File: src/rtl/tdc_measure_ctrl.sv
// tdc_measure_ctrl: sequences one TDC measurement.
// The block arms the delay line, counts coarse clock cycles from the start hit
// to the stop hit, and waits out the decoder latency. It then merges the coarse
// count with the start and stop fine bins into one interval, measured in bins,
// and presents it on a valid/ready result port.
//
// Optional build macro: TDC_STATS_CNT_EN adds the meas_count_o and
// timeout_count_o statistics counters.
//
// state     | meaning
// ----------+------------------------------------------------------------
// S_IDLE    | waiting for arm_i
// S_ARMED   | delay line armed, coarse counter held at 0, waiting for start
// S_RUNNING | coarse counter running, waiting for stop
// S_DECODE  | waiting for the start/stop decoder bins to become valid
// S_OUT     | result presented, waiting for the res_ready_i handshake

module tdc_measure_ctrl #(
   parameter int BITS_DECO    = 8,
   parameter int COARSE_BITS  = 16,
   parameter int BINS_PER_CLK = 200,
   parameter int DECODE_LAT   = 2,
   parameter int RES_BITS     = COARSE_BITS + BITS_DECO + 1
) (
   input  logic                 clk_i,
   input  logic                 rst_ni,
   input  logic                 arm_i,
   input  logic                 abort_i,
   input  logic                 start_hit_i,
   input  logic                 stop_hit_i,
   input  logic [BITS_DECO-1:0] w_start_bin_i,
   input  logic [BITS_DECO-1:0] w_stop_bin_i,
   output logic                 armed_o,
   output logic                 busy_o,
   output logic                 res_valid_o,
   input  logic                 res_ready_i,
   output logic [RES_BITS-1:0]  res_interval_o,
   output logic                 res_timeout_o,
`ifdef TDC_STATS_CNT_EN
   output logic [15:0]          meas_count_o,
   output logic [15:0]          timeout_count_o,
`endif
   output logic                 res_neg_o
);

   typedef enum logic [2:0] {
      S_IDLE,
      S_ARMED,
      S_RUNNING,
      S_DECODE,
      S_OUT
   } state_t;

   // One extra bit holds the sign of the raw interval.
   typedef logic [RES_BITS:0] ext_t;

   localparam logic [COARSE_BITS-1:0] COARSE_ONE  = COARSE_BITS'(1);
   // The edge that would bring the counter to all ones ends the measurement.
   localparam logic [COARSE_BITS-1:0] COARSE_LAST = {{(COARSE_BITS-1){1'b1}}, 1'b0};
   localparam logic [3:0]             LAT_LOAD    = 4'((DECODE_LAT > 0) ? DECODE_LAT - 1 : 0);
   localparam ext_t                   BINS_EXT    = ext_t'(BINS_PER_CLK);

   state_t                state_q;
   logic [COARSE_BITS-1:0] coarse_q;
   logic [3:0]            lat_q;
   logic                  armed_q;
   logic                  busy_q;
   logic                  res_valid_q;
   logic [RES_BITS-1:0]   res_interval_q;
   logic                  res_timeout_q;
   logic                  res_neg_q;

   ext_t                  raw_d;
   logic [RES_BITS-1:0]   interval_d;
   logic                  neg_d;
   logic                  stop_now;

   // Interval from the current coarse count and bins; a negative value is clamped to 0.
   always_comb begin
      raw_d      = ext_t'(coarse_q) * BINS_EXT + ext_t'(w_start_bin_i) - ext_t'(w_stop_bin_i);
      neg_d      = raw_d[RES_BITS];
      interval_d = neg_d ? '0 : raw_d[RES_BITS-1:0];
   end

   // The stop hit is taken in RUNNING, or in ARMED when it coincides with the start hit.
   always_comb begin
      stop_now = ((state_q == S_RUNNING) && stop_hit_i) ||
                 ((state_q == S_ARMED) && start_hit_i && stop_hit_i);
   end

   // Measurement sequencer with registered outputs.
   always_ff @(posedge clk_i or negedge rst_ni) begin
      if (!rst_ni) begin
         state_q        <= S_IDLE;
         coarse_q       <= '0;
         lat_q          <= '0;
         armed_q        <= 1'b0;
         busy_q         <= 1'b0;
         res_valid_q    <= 1'b0;
         res_interval_q <= '0;
         res_timeout_q  <= 1'b0;
         res_neg_q      <= 1'b0;
      end else if (abort_i) begin
         state_q     <= S_IDLE;
         armed_q     <= 1'b0;
         busy_q      <= 1'b0;
         res_valid_q <= 1'b0;
      end else begin
         case (state_q)
            S_IDLE: begin
               if (arm_i) begin
                  state_q       <= S_ARMED;
                  armed_q       <= 1'b1;
                  busy_q        <= 1'b1;
                  coarse_q      <= '0;
                  res_timeout_q <= 1'b0;
                  res_neg_q     <= 1'b0;
               end
            end
            S_ARMED, S_RUNNING: begin
               if (stop_now) begin
                  armed_q <= 1'b0;
                  if (DECODE_LAT == 0) begin
                     state_q        <= S_OUT;
                     res_valid_q    <= 1'b1;
                     res_interval_q <= interval_d;
                     res_neg_q      <= neg_d;
                  end else begin
                     state_q <= S_DECODE;
                     lat_q   <= LAT_LOAD;
                  end
               end else if (state_q == S_ARMED) begin
                  if (start_hit_i) begin
                     state_q  <= S_RUNNING;
                     coarse_q <= COARSE_ONE;
                  end
               end else if (coarse_q == COARSE_LAST) begin
                  state_q        <= S_OUT;
                  armed_q        <= 1'b0;
                  res_valid_q    <= 1'b1;
                  res_interval_q <= '1;
                  res_timeout_q  <= 1'b1;
                  res_neg_q      <= 1'b0;
               end else begin
                  coarse_q <= coarse_q + COARSE_ONE;
               end
            end
            S_DECODE: begin
               if (lat_q == 4'd0) begin
                  state_q        <= S_OUT;
                  res_valid_q    <= 1'b1;
                  res_interval_q <= interval_d;
                  res_neg_q      <= neg_d;
               end else begin
                  lat_q <= lat_q - 4'd1;
               end
            end
            S_OUT: begin
               if (res_ready_i) begin
                  state_q     <= S_IDLE;
                  busy_q      <= 1'b0;
                  res_valid_q <= 1'b0;
               end
            end
            default: begin
               state_q     <= S_IDLE;
               armed_q     <= 1'b0;
               busy_q      <= 1'b0;
               res_valid_q <= 1'b0;
            end
         endcase
      end
   end

`ifdef TDC_STATS_CNT_EN
   logic [15:0] meas_count_q;
   logic [15:0] timeout_count_q;

   // Count accepted results; an abort in the handshake cycle takes precedence, so nothing is counted.
   always_ff @(posedge clk_i or negedge rst_ni) begin
      if (!rst_ni) begin
         meas_count_q    <= '0;
         timeout_count_q <= '0;
      end else if ((state_q == S_OUT) && res_ready_i && !abort_i) begin
         meas_count_q <= meas_count_q + 16'd1;
         if (res_timeout_q) begin
            timeout_count_q <= timeout_count_q + 16'd1;
         end
      end
   end

   assign meas_count_o    = meas_count_q;
   assign timeout_count_o = timeout_count_q;
`endif

   assign armed_o        = armed_q;
   assign busy_o         = busy_q;
   assign res_valid_o    = res_valid_q;
   assign res_interval_o = res_interval_q;
   assign res_timeout_o  = res_timeout_q;
   assign res_neg_o      = res_neg_q;

endmodule
File: config.mk
export PLATFORM = sky130hd
export DESIGN_NAME = tdc_measure_ctrl
export DESIGN_NICKNAME = d
export VERILOG_FILES = /design/src/rtl/tdc_measure_ctrl.sv
export SDC_FILE = /design/constraint.sdc
export NUM_CORES = 1
export LEC_CHECK = 0
export ABC_AREA = 0
export BUFFER_PORTS_ARGS = -buffer_cell sky130_fd_sc_hd__clkbuf_2
export CAP_MARGIN = 15
export CORE_MARGIN = 5
export CORE_UTILIZATION = 45
export CTS_BUF_LIST = sky130_fd_sc_hd__clkbuf_4
export DETAILED_ROUTE_END_ITERATION = 8
export PLACE_DENSITY = 0.66
export SKIP_LAST_GASP = 1
export SYNTH_ARGS = -nofsm -noshare
export SYNTH_HDL_FRONTEND = slang
export SYNTH_SLANG_ARGS = --single-unit
export TNS_END_PERCENT = 100
File: constraint.sdc
create_clock -name clk_i -period 5.8 [get_ports clk_i]
set_input_delay 0.29 -clock clk_i [delete_from_list [all_inputs] [get_ports clk_i]]
set_output_delay 0.29 -clock clk_i [all_outputs]
set_load 0.01 [all_outputs]
# --- After elaboration in Yosys (flattened, before gate mapping) ---
# Index checks and enable logic that the tools add are counted.
# Widths: inputs -> output; s select.
totals:
  output_inout_bits: 30
  regBits: 53
  wordCells: 107
  in_bits: 23
classes:
  add_sub_neg: 4
  bitwise_logic: 1
  n_mux: 44
  n_reduce_logical: 21
  n_mul: 1
  eq_ne: 27
op_table:
  columns: ["cell", "count"]
  rows:
  - ["$mux 25", 5]
  - ["$mux 16", 5]
  - ["$pmux 25 s2", 1]
  - ["$pmux 16 s2", 1]
  - ["$sub 25x8->26", 1]
  - ["$add 24x8->25", 1]
  - ["$mux 3", 8]
  - ["$ne 3x3->1 const B", 8]
  - ["$reduce_and 6->1", 4]
  - ["$mul 16x5->21 const B", 1]
  - ["$add 16x1->16 const B", 1]
  - ["$eq 16x16->1 const B", 1]
  - ["$ne 2x2->1 const B", 8]
  - ["$mux 1", 15]
  - ["$pmux 3 s4", 1]
  - ["$ne 5x5->1 const B", 2]
  - ["$pmux 1 s3", 3]
  - ["$mux 4", 2]
  - ["$ne 4x4->1 const B", 2]
  - ["$pmux 4 s2", 1]
  - ["$reduce_and 4->1", 2]
  - ["$reduce_and 7->1", 1]
  - ["$eq 3x2->1 const B", 2]
  - ["$reduce_and 5->1", 1]
  - ["other kinds (16)", 21]

# --- Logic depth before layout (Yosys ltp) ---
logic_depth:
  word_depth: 7
  depth_mapped: 24
  depth_no_buf: 23

# --- Least setup slack after synthesis ---
# OpenSTA, ideal clock, no wires.
synth_path:
  path_kind: "reg2reg"
  startpoint: "reg coarse_q[2]"
  endpoint: "reg res_interval_q[16] (netlist: res_interval_o[16])"
  t_arrival_ps: 4626
  path_buffers: 1
  required_ps: 5729
  path_stages_with_launch: 23
  setup_slack_ps: 1102
  period_less_slack_ps: 4698
  setup_time_ps: 71
  cell_sequence: "dfrtp_1 > ha_1 > ha_1 > fa_1 > ha_1 > o21ai_0 > o21bai_1 > a21oi_1 > nor2b_1 > o21ai_0 > nor2b_1 > xnor2_1 > inv_1 > ha_1 > and3_1 > nand4_1 > o221ai_4 > a31oi_4 > o31ai_4 > a31o_4 > buf_12 > a21oi_1 > nor2_1"
synth_between:
  elab_chain_cells: 6
  word_cells_on_any_way: 9
  classes_between: "add/sub: 2; mul: 1; eq/ne: 2; mux: 3; reduce/logical: 1"
synth_rtl:
  columns: ["element", "line", "source"]
  rows:
  - ["from (decl)", "64", "logic [COARSE_BITS-1:0] coarse_q;"]
  - ["from (signal assigned)", "145", "coarse_q <= coarse_q + COARSE_ONE;"]
  - ["$mul 16x5->21", "80", "raw_d = ext_t'(coarse_q) * BINS_EXT + ext_t'(w_start_bin_i) - ext_t'(w_stop_bin_i);"]
  - ["$add 24x8->25", "80", null]
  - ["$sub 25x8->26", "80", null]
  - ["$mux 25", "82", "interval_d = neg_d ? '0 : raw_d[RES_BITS-1:0];"]
  - ["$mux 25", "149", "if (lat_q == 4'd0) begin"]
  - ["$pmux 25 s2", "109", "case (state_q)"]
  - ["to (signal assigned)", "126", "res_interval_q <= interval_d;"]
  - ["to (signal assigned)", "152", "res_interval_q <= interval_d;"]
  - ["to (decl)", "69", "logic [RES_BITS-1:0] res_interval_q;"]
# Parallel ways exist; a longest one is shown, timed or not. The select of a mux whose other input is x is not followed.
# A chain may end at the register's enable or synchronous reset.

# --- Worst setup path after layout ---
layout_path:
  startpoint: "reg coarse_q[2]"
  endpoint: "reg res_interval_q[22] (netlist: res_interval_o[22])"
# Same word-level chain as after synthesis.

==> out/qor.yml <==
place_area_mm2: 0.00602
seq_area_frac_synth: 0.237
gp_congestion: 0.858
seq_power_share: 0.246
antenna_found_initial: 0
synth.cell_area_mm2: 0.00561
maxSlewHeadroom: 0.385
skew_ns: 0.0168
final.period_utilization: 0.902
grt_pass1_wl_um: 19800
ys_async_sr_fraction: 1.00
avgRoutedWirePerCell_um: 13.3
stdcell_count: 882
fp-row-count: 40
cts.sinks: 53
synth-seq-cells: 53
cts-buffers-inserted: 5
finalWirelength_um: 11700
p_sw_w: 0.00113
setup_viol: 0
die_area_mm2: 0.0148
crit_required_ns: 6.12
finalPower_w: 0.00238
whs_ns: -0.00521
grt_overflow: 0
nNetsFinal: 836
synth_flop_cell: "dfrtp_1"
crit_chain: "ha_1 -> ha_1 -> fa_1 -> ha_1 -> o21ai_0 -> o21bai_1 -> a21oi_1 -> nor2b_1 -> o21ai_0 -> nor2b_1 -> xnor2_1 -> inv_1 -> ha_1 -> and3_1 -> nand4_1 -> o221ai_4 -> a31oi_4 -> o31ai_4 -> a31o_4 -> nand4_1 -> a21oi_1"
firstDrtPassIters: 4
vias: 4530
synth_cell_type_count: 59
ant_nets: 0
syn-instance-count: 663
cp-end-kind: "flop"
crit_buf_inv: 1
cts_setup_buffers: 0
drive_gt1_frac: 0.122
dp_cells: 874
combPwrFrac: 0.664
synth_edf_count: 0
grt_max_degree: 54
crit_type: "reg -> reg"
hpwl_um: 9610
coreArea_mm2: 0.0121
crit_arrival_ns: 5.55
first_global_vias: 4314
port_buffers: 52
synthTopCellsByArea: "dfrtp_1, ha_1, inv_1, fa_1, nor2_1"
clock_path_buffers: 2
antenna_cells: 0
synth_xor_area_frac: 0.0795
path_clk_slew_ns: 0.16
drtIter0Drc: 257
critPathMaxStageDelay_ns: 0.46
area_growth_pct: 8.82
worst_slew_pin_slew_ns: 0.919
grt_usage: 0.162
preCtsSetupSlack_ns: 0.590
root_buffer: "clkbuf_4"
maxCapViolCount: 0
netlist_top_cells_count: "inv_1, nor2_1, ha_1"
layout_setup_ws_ns: 0.566
synth-simple-area-share: 0.150
hp-class: "in -> async"
synth.mux.area_fraction: 0.0127
drc: 0
cp_common_cell: "ha_1"
internal-power_w: 0.00125
run_status: "complete, but fails checks"
cts_tree: "done"
syn_area_per_cell_um2: 8.45
yosysTopAreaCell: "dfrtp_1"
yosysMostFrequentCell: "inv_1"
synth_top_family_by_area: "adder cells"
cts_resized: 0
syn_nets: 786
design_area_mm2: 0.00610
switching_share: 0.475
yosys_warnings: 0
rsz0062_at_grt: "false"
pwr-share-clk: 0.091
die_h_um: 122
synth_top_cell_area_share: 0.237
period_needed_ns: 5.23
max_freq_ghz: 0.191
setup_tns_ns: 0
ctsHoldBuffers: 0
viasPerCell: 5.14
p_leak_nw: 3.13
cp_slowest_cell: "dfrtp_1"
violations: "hold timing"
crit_fanout: 25
cts_max_level: 2
synth-adder-area-share: 0.246
synth-compound-area-share: 0.197
finalHoldViolations: 7
powerDensity_mw_per_mm2: 390
ir_drop_uv: 193
crit_path_start_kind: "flop"
ioPinCount: 53
critPathTopFamily: "compound AO/OA/AOI/OAI gates"
start_util: 0.463
die_w_um: 122
clk_latency_ns: 0.39
slew_violations: 0
-- layer usage --
| layer | wire [µm] | track usage |
|---|---|---|
| met3 | 453 | 0.0172 |
| met2 | 5200 | 0.259 |
| met4 | 319 | 0.0553 |
| met5 | 0 | 0 |
| met1 | 5720 | 0.229 |
-- state kept, by name, summed over array words and instances (netlist names) --
signal / cells
res_interval_o: 25
coarse_q: 16
lat_q: 4
state_q: 3
armed_o: 1
busy_o: 1
res_neg_o: 1
res_timeout_o: 1
res_valid_o: 1
-- per-stage QoR --
| stage | hold WS, ns | util |
|---|---|---|
| after floorplan | -0.00559 | - |
| after global placement | 0.449 | 0.497 |
| after detailed placement | 0.457 | 0.497 |
| after CTS | 0.00197 | 0.504 |
| after global routing | 0.0440 | 0.504 |
| final | -0.00521 | 0.504 |
-- kinds of logic (layout without fill, tap and decap cells) --
| group | after synthesis | count (layout) |
|---|---|---|
| and+or+nand+nor | 184 | 184 |
| AOI/OAI and AO/OA | 159 | 159 |
| buffers and inverters | 110 | 161 |
| adders and majority gates | 100 | 100 |
| DFF | 53 | 53 |
| xor gates and xnor gates | 50 | 50 |
| muxes | 7 | 7 |
-- worst paths after layout --
check | cells after the start | startpoint | slack (ns) | to
max | 21 | coarse_q[2] | 0.57 | res_interval_o[22]
min in group clk_i | 2 | abort_i | 0.13 | busy_o
max reg2reg | 21 | coarse_q[2] | 0.57 | res_interval_o[22]
min reg2reg | 2 | res_interval_o[4] | 0.52 | res_interval_o[4]
min | 2 | rst_ni | -0.005 | lat_q[3]
max in group asynchronous | 2 | rst_ni | 5.37 | coarse_q[6]
-- area by class of cell --
| class | instances | area, µm² |
|---|---|---|
| Clock inverter | 2 | 33.8 |
| Fill cell | 1208 | 6010 |
| Clock buffer | 6 | 45.0 |
| Multi-Input combinational cell | 500 | 3840 |
| Tap cell | 168 | 210 |
| Inverter | 99 | 372 |
| Sequential cell | 53 | 1330 |
| Timing Repair Buffer | 54 | 275 |
-- worst reg2reg max path: cells and delay by family, from the launching register on --
kind / cells / cell delay (ns)
XOR/XNOR: 1 / 0.16
flip-flops: 1 / 0.46
buffers and inverters: 1 / 0.07
adder cells (fa/ha/maj): 5 / 1.81
AO/OA/AOI/OAI: 9 / 1.97
AND/OR/NAND/NOR: 5 / 0.71
-- power groups by stage --
stage	sequential (W)	clock [W]	combinational, W
floorplan	0.000600	0	0.00130
global placement	0.000588	0	0.00157
detailed placement	0.000593	0	0.00158
CTS	0.000584	0.000224	0.00159
global route	0.000605	0.000241	0.00174
finish	0.000585	0.000216	0.00158
-- placed cells by master (no fill, tap or decap), types with 2 or more instances in the layout --
master,n
a211oi_1,2
o31ai_1,2
buf_4,2
nand3_1,15
fa_1,17
and2_1,2
or3_1,2
o21bai_1,7
nand3b_1,3
nand2_1,28
a221oi_1,2
ha_1,83
and3_1,6
o21ai_1,7
a21oi_1,53
o21ai_0,27
a31oi_1,3
inv_1,99
nand4_1,7
nand2b_1,10
o21a_1,7
dfrtp_1,53
nor2b_1,10
xnor2_1,29
nor2_1,90
clkbuf_2,52
a21o_1,16
mux2i_1,6
clkbuf_4,6
nor3_1,5
xor2_1,20
or2_2,2
o211ai_1,4
a21oi_2,12
No activity file was read; power rests on OpenSTA's default activity.
